<file path="src/rtl/comparator.sv">
`default_nettype none
// ============================================================================
//  Module   : comparator
//  Purpose  : Registered magnitude comparator. Compares two WIDTH-bit operands
//             as unsigned or two's-complement (chosen per transaction) and
//             presents one-hot GT/LT/EQ flags plus |A-B| one cycle later.
//  Ports    : clk, rst (sync, active-high)
//             in_valid, signed_mode, a, b        -- transaction inputs
//             out_valid, a_grt_b, a_less_b,
//             a_eq_b, abs_diff                   -- registered result
//             cnt_clr, gt_cnt, lt_cnt, eq_cnt    -- only with
//                                                   COMPARATOR_STATS_EN
//  Options  : `define COMPARATOR_STATS_EN adds saturating GT/LT/EQ event
//             counters of CNT_W bits with a synchronous clear.
//  Revision : 1.0  initial release
// ============================================================================
module comparator #(
    parameter int WIDTH = 4,
    parameter int CNT_W = 16
) (
    input  logic             clk,
    input  logic             rst,
    input  logic             in_valid,
    input  logic             signed_mode,
    input  logic [WIDTH-1:0] a,
    input  logic [WIDTH-1:0] b,
`ifdef COMPARATOR_STATS_EN
    input  logic             cnt_clr,
    output logic [CNT_W-1:0] gt_cnt,
    output logic [CNT_W-1:0] lt_cnt,
    output logic [CNT_W-1:0] eq_cnt,
`endif
    output logic             out_valid,
    output logic             a_grt_b,
    output logic             a_less_b,
    output logic             a_eq_b,
    output logic [WIDTH-1:0] abs_diff
);

    // Elaboration-time guard on the supported parameter range.
    if (WIDTH < 2 || WIDTH > 32 || CNT_W < 1) begin : g_param_check
        $error("comparator: unsupported WIDTH or CNT_W");
    end

    // ------------------------------------------------------------------
    // Compare: widen both operands by one bit (sign- or zero-extended by
    // mode) so a single signed compare covers both interpretations.
    // ------------------------------------------------------------------
    logic signed [WIDTH:0] a_ext;
    logic signed [WIDTH:0] b_ext;
    logic                  cmp_gt;
    logic                  cmp_lt;
    logic                  cmp_eq;
    logic [WIDTH-1:0]      cmp_diff;

    always_comb begin
        a_ext  = {signed_mode & a[WIDTH-1], a};
        b_ext  = {signed_mode & b[WIDTH-1], b};
        cmp_gt = (a_ext > b_ext);
        cmp_lt = (a_ext < b_ext);
        cmp_eq = (a == b);
        // (larger - smaller) truncated to WIDTH bits equals the WIDTH-bit
        // modular difference, so the extra bit never needs to be formed.
        cmp_diff = cmp_gt ? (a - b) : (b - a);
    end

    // ------------------------------------------------------------------
    // Result registers: flags and difference hold while idle.
    // ------------------------------------------------------------------
    logic             out_valid_d, out_valid_q;
    logic             gt_d, gt_q;
    logic             lt_d, lt_q;
    logic             eq_d, eq_q;
    logic [WIDTH-1:0] diff_d, diff_q;

    always_comb begin
        out_valid_d = in_valid;
        gt_d        = gt_q;
        lt_d        = lt_q;
        eq_d        = eq_q;
        diff_d      = diff_q;
        if (in_valid) begin
            gt_d   = cmp_gt;
            lt_d   = cmp_lt;
            eq_d   = cmp_eq;
            diff_d = cmp_diff;
        end
    end

    always_ff @(posedge clk) begin
        if (rst) begin
            out_valid_q <= 1'b0;
            gt_q        <= 1'b0;
            lt_q        <= 1'b0;
            eq_q        <= 1'b0;
            diff_q      <= '0;
        end else begin
            out_valid_q <= out_valid_d;
            gt_q        <= gt_d;
            lt_q        <= lt_d;
            eq_q        <= eq_d;
            diff_q      <= diff_d;
        end
    end

    assign out_valid = out_valid_q;
    assign a_grt_b   = gt_q;
    assign a_less_b  = lt_q;
    assign a_eq_b    = eq_q;
    assign abs_diff  = diff_q;

`ifdef COMPARATOR_STATS_EN
    // ------------------------------------------------------------------
    // Saturating event counters; clear takes priority over counting.
    // ------------------------------------------------------------------
    localparam logic [CNT_W-1:0] CNT_MAX = {CNT_W{1'b1}};
    localparam logic [CNT_W-1:0] CNT_ONE = {{(CNT_W-1){1'b0}}, 1'b1};

    logic [CNT_W-1:0] gt_cnt_d, gt_cnt_q;
    logic [CNT_W-1:0] lt_cnt_d, lt_cnt_q;
    logic [CNT_W-1:0] eq_cnt_d, eq_cnt_q;

    always_comb begin
        gt_cnt_d = gt_cnt_q;
        lt_cnt_d = lt_cnt_q;
        eq_cnt_d = eq_cnt_q;
        if (cnt_clr) begin
            gt_cnt_d = '0;
            lt_cnt_d = '0;
            eq_cnt_d = '0;
        end else if (in_valid) begin
            if (cmp_gt && gt_cnt_q != CNT_MAX) gt_cnt_d = gt_cnt_q + CNT_ONE;
            if (cmp_lt && lt_cnt_q != CNT_MAX) lt_cnt_d = lt_cnt_q + CNT_ONE;
            if (cmp_eq && eq_cnt_q != CNT_MAX) eq_cnt_d = eq_cnt_q + CNT_ONE;
        end
    end

    always_ff @(posedge clk) begin
        if (rst) begin
            gt_cnt_q <= '0;
            lt_cnt_q <= '0;
            eq_cnt_q <= '0;
        end else begin
            gt_cnt_q <= gt_cnt_d;
            lt_cnt_q <= lt_cnt_d;
            eq_cnt_q <= eq_cnt_d;
        end
    end

    assign gt_cnt = gt_cnt_q;
    assign lt_cnt = lt_cnt_q;
    assign eq_cnt = eq_cnt_q;
`endif

endmodule
`default_nettype wire

</file>
<file path="config.mk">
export PLATFORM = sky130hd
export DESIGN_NAME = comparator
export DESIGN_NICKNAME = d
export VERILOG_FILES = /design/src/rtl/comparator.sv
export SDC_FILE = /design/constraint.sdc
export NUM_CORES = 1
export LEC_CHECK = 0
export ABC_CLOCK_PERIOD_IN_PS = 6260
export CAP_MARGIN = 15
export CORE_MARGIN = 8
export CORE_UTILIZATION = 35
export CTS_CLUSTER_DIAMETER = 150
export DETAILED_ROUTE_END_ITERATION = 10
export HOLD_SLACK_MARGIN = 0.08
export SETUP_SLACK_MARGIN = 0.3
export SLEW_MARGIN = 20
export SYNTH_ARGS = -nofsm -noshare
export SYNTH_HDL_FRONTEND = slang
export SYNTH_SLANG_ARGS = --single-unit
</file>
<file path="constraint.sdc">
create_clock -name clk -period 6.26 [get_ports clk]
set_input_delay 1.565 -clock clk [delete_from_list [all_inputs] [get_ports clk]]
set_output_delay 1.565 -clock clk [all_outputs]
set_load 0.01 [all_outputs]
</file>
After elaboration in Yosys (flattened, before gate mapping)
Cells that the tools add are included.

Register bits after elaboration: 8. Output and inout bits: 8.

$add $sub $neg: 2. Magnitude comparators: 2. Equality and inequality tests: 1. Mux-type cells: 1. Bitwise logic cells: 2.

Operators by type and width (number): $sub A4 B4 Y4 (2); $gt A5 B5 Y1 (1); $lt A5 B5 Y1 (1); $eq A4 B4 Y1 (1); $mux W4 (1); $and A1 B1 Y1 (2).

Logic depth before layout (Yosys ltp)
Depth after elaboration: 3. Gate-level depth with buffers: 7.

Worst setup path after synthesis
No wires, ideal clock.

Path kind: in2reg. Start: input a[1]. End: register diff_q[2], in the netlist abs_diff[2]. Library setup time: 0.103 ns. Arrival time: 2.954 ns. Required time: 6.157 ns. Slack: 3.203 ns. Stages: 7. Path through: inv_1 ha_1 and2b_1 o211ai_1 nand4_1 and3_1 a2111oi_2.

Cells in the longest elaborated chain, start to end: 2. Elaborated cells on any way between the ends: 4. Those cells by class: add/sub: 2; order compare: 1; mux: 1.

Ends and longest elaborated chain: start, declared (line 25) `input logic [WIDTH-1:0] a,`; $sub A4 B4 Y4 / $gt A5 B5 Y1 (equally long branches) (line 64, 59); $mux W4 (*) (line 64) `cmp_diff = cmp_gt ? (a - b) : (b - a);`; end signal, assigned (line 102) `diff_q <= diff_d;`; end, declared (line 74) `logic [WIDTH-1:0] diff_d, diff_q;`.

Every way passes the cells marked *; elsewhere a longest branch is shown, timed or not. A chain may end at the register's enable or synchronous reset.

Worst setup path after layout
Ends and elaborated chain as after synthesis.

==> summary.md <==
| Metric | Value |
|---|---|
| Worst Hold Path Cells | 2 |
| Most common cell after layout, fill and taps aside | sky130_fd_sc_hd__clkdlybuf4s50_1 |
| Number of levels in the clock H-tree | 1 |
| Cell count after synthesis | 77 |
| Unrepaired setup endpoints after global routing | no |
| Die footprint | 3550 sq um |
| Horizontal extent of the die | 59.6 microns |
| Origin of the critical flop-to-flop path | abs_diff[3] |
| Post_cts resized | 0 |
| Detailed-route DRC error count | 0 |
| Origin of the worst min-delay path | abs_diff[0] |
| Post-synth design cell area | 664 sq um |
| Endpoint class of the critical path | register |
| Net count after synthesis | 98 |
| Largest vdd supply drop | 57.0 uV |
| Top library cells by usage in the layout, fill and taps aside | 19 x sky130_fd_sc_hd__clkdlybuf4s50_1, 10 x sky130_fd_sc_hd__inv_1, 8 x sky130_fd_sc_hd__nor2_1, 8 x sky130_fd_sc_hd__dfxtp_1, 7 x sky130_fd_sc_hd__ha_1 |
| Final hold vios | 0 |
| Endpoint with the worst hold slack | abs_diff[0] |
| Total Power | 0.155 mW |
| Layout cell share with drive strength beyond 1 | around 10% |
| Power per standard cell area | 171 nW/um^2 |
| Total setup buffers inserted after CTS | 0 |
| Period Utilization, post-route | 56.3% |
| Vertical die dimension | 59.6 microns |
| Highest net fanout along the worst path | 4 |
| Minimum hold slack | approximately 480 ps |
| Leakage power total | 0.382 nW |
| Core area | 1760 sq um |
| WL final | roughly 1600 microns |
| Delay-heaviest family, CP | buffers and inverters |
| Avg Inst Size Synth | 8.63 sq um |
| Highest clock rate | around 280 MHz |
| TritonCTS clock tree | built |
| Initial standard-cell utilization of the core | between 30% and 40% |
| Dpl cells | 120 |
| Number of detailed-route iterations in the first pass | 4 |
| Register clock-pin slew on the reported worst setup and hold paths | about 50 ps |
| First-pass GRT wire length | 2880 microns |
| Adder and majority gate portion of the synthesized area | a little under 20% |
| Clock tree root buffer cell | sky130_fd_sc_hd__clkbuf_4 |
| Number of diodes | 0 |
| Xor/xnor cell area share of the yosys netlist | roughly 2.4% |
| Synthesized flop and latch total | 8 |
| Simple-gate area share of the yosys netlist | about a fifth |
| Number of buffers created by CTS | 3 |
| Synth-to-layout area growth | 36.2% |
| Number of hold buffers added after cts | 0 |
| Total overflow reported by the global router | 0 |
| Number of cells traversed by the worst register-to-register path | 3 |
| Number of design-rule violations left by the first detailed-router iteration | 15 |
| Transition at the pin with the smallest max-transition slack | between 400 and 500 ps |
| Fraction of the mapped netlist area in compound gates | 27.9% |
| Number of sinks driven by the clock tree | 8 |
| Maximum number of pins on one net before global-route repair | 13 |
| Maximum Capacitance Violations | 0 |
| Via count of the first global-routing pass | 658 |
| Crit path DAT | 3670 ps |
| Setup tns final | 0 ps |
| Sequence of cells on the critical path | clkdlybuf4s50_1, inv_1, ha_1, and2b_1, o211ai_1, nand4_1, and3_1, a2111oi_2 |
| Warnings, synthesis | 0 |
| Remaining number of nets flagged by the antenna check after routing | 0 |
| IO buf count | 19 |
| Status | complete, no violations |
| Number of vias in the routed layout | between 600 and 700 |
| Worst Hold Class | register to register |
| Max_slew headroom | 72.8% |
| Crit Path Class | input port to register |
| Routed wire per std cell | 12.9 microns |
| Drt via density | 5.24 |
| Non-filler cells in the finished layout | 123 |
| Crit-path slowest cell | sky130_fd_sc_hd__clkdlybuf4s50_1 |
| Net total in the final layout | 121 |
| Insertion delay to the later sink of the worst-skew pair | 240 ps |
| GRT Total Usage | 10.4% |
| Fraction of the yosys area taken by sequential cells | around 24% |
| Floorplan row count | 15 |
| Number of buffers on the longest clock path | 2 |
| Placed wire-length estimate | 1360 microns |
| CP max stage delay | 530 ps |
| Top-level I/O count | 20 |
| Number of unique standard cell types used by synthesis | 30 |
| Required time of the critical path | about 6400 ps |
| Multiplexer share of the synthesized area | 0% |
| Time the worst path needs with I/O delays and setup | 3520 ps |
| Largest family of logic cells by synthesized area | compound AO/OA/AOI/OAI gates |
| Endpoint of the worst-slack reg-to-reg timing path | abs_diff[3] |
| Final setup fails | 0 |
| Setup Skew | 0 ps |
| Gp weighted congestion | 0.896 |
| Critical Path Source Type | input port |
| Pins over their slew limit | 0 |
| Antenna violations before repair | 0 |
| Register-to-register setup slack | between 5000 and 6000 ps |
| CP Buf/Inv Count | 2 |
| Post-layout utilization of the core | 51.3% |
flip-flops by register name, indices dropped and copies added, names as in the netlist:
name / cells
a_eq_b: 1
a_grt_b: 1
a_less_b: 1
abs_diff: 4
out_valid: 1
stage by stage:
stage          cell area, sq um  setup slack (ps)
3_5_place_dp                882              2490
6_report                    905              2740
3_3_place_gp                882              2520
4_1_cts                     905              2750
2_1_floorplan               664              3200
5_1_grt                     905              2590
report_power, final:
part,switching [mW],internal (mW)
logic,0.0287,0.0305
registers,0.00187,0.0554
clock network,0.0163,0.0219
cells in the mapped netlist:
library cell                instances  area share (%)
sky130_fd_sc_hd__o21bai_1           1             1.1
sky130_fd_sc_hd__o211ai_1           1             1.1
sky130_fd_sc_hd__a211o_1            1             1.3
sky130_fd_sc_hd__a21o_1             1             1.1
sky130_fd_sc_hd__and3_1             1            0.94
sky130_fd_sc_hd__ha_1               7              13
sky130_fd_sc_hd__a21bo_2            1             1.5
sky130_fd_sc_hd__a31o_2             1             1.3
sky130_fd_sc_hd__a41o_1             1             1.5
sky130_fd_sc_hd__a211o_2            2             3.0
sky130_fd_sc_hd__o211a_1            1             1.5
sky130_fd_sc_hd__and4_1             1             1.3
sky130_fd_sc_hd__nor3b_1            1             1.1
sky130_fd_sc_hd__and2b_1            1             1.1
sky130_fd_sc_hd__fa_1               2             6.0
sky130_fd_sc_hd__nand2_1            5             2.8
sky130_fd_sc_hd__o21a_1             1             1.1
sky130_fd_sc_hd__a311oi_1           4             5.3
sky130_fd_sc_hd__and2_1             1            0.94
sky130_fd_sc_hd__clkbuf_1           1            0.56
sky130_fd_sc_hd__a2111oi_2          1             2.3
sky130_fd_sc_hd__xor2_2             1             2.4
sky130_fd_sc_hd__nand4_1            4             3.8
sky130_fd_sc_hd__a211oi_1           3             3.4
sky130_fd_sc_hd__a21oi_1            3             2.3
sky130_fd_sc_hd__nand3_1            3             2.3
sky130_fd_sc_hd__dfxtp_1            8              24
sky130_fd_sc_hd__and2_4             1             1.3
sky130_fd_sc_hd__inv_1             10             5.7
sky130_fd_sc_hd__nor2_1             8             4.5
worst register-to-register path, stage by stage (launching register included):
cell	delay, ps
sky130_fd_sc_hd__dfxtp_1	330
sky130_fd_sc_hd__o21bai_1	70
sky130_fd_sc_hd__a41o_1	210
sky130_fd_sc_hd__a211oi_1	190
worst max path at each step:
stage | start | to | slack (ps) | cells past startpoint
2_1_floorplan | a[1] | abs_diff[2] | 3200 | 7
3_3_place_gp | a[1] | abs_diff[3] | 2520 | 8
3_5_place_dp | a[1] | abs_diff[3] | 2490 | 8
4_1_cts | a[1] | abs_diff[3] | 2750 | 8
5_1_grt | a[1] | abs_diff[2] | 2590 | 8
6_report | a[1] | abs_diff[2] | 2740 | 8
cells by family after synthesis:
kind of cell	after synthesis
simple gates	26
buf+inv	11
fa+ha+maj	9
flops	8
compound gates	22
xor+xnor	1
cell type report:
class,instances,area [sq um]
clock buffers,3,22.5
fillers,187,860
inverters,10,37.5
repair buffers,19,190
flip-flops and latches,8,160
well taps,25,31.3
multi-input cells,58,463
metal layers:
metal / global-route usage (%) / part of all wire [%]
met1: 12.8 / 46
met2: 15.7 / 48
met3: 1.08 / 4.3
met4: 8.50 / 1.3
met5: 0 / 0
No activity file was read; power rests on OpenSTA's default activity.
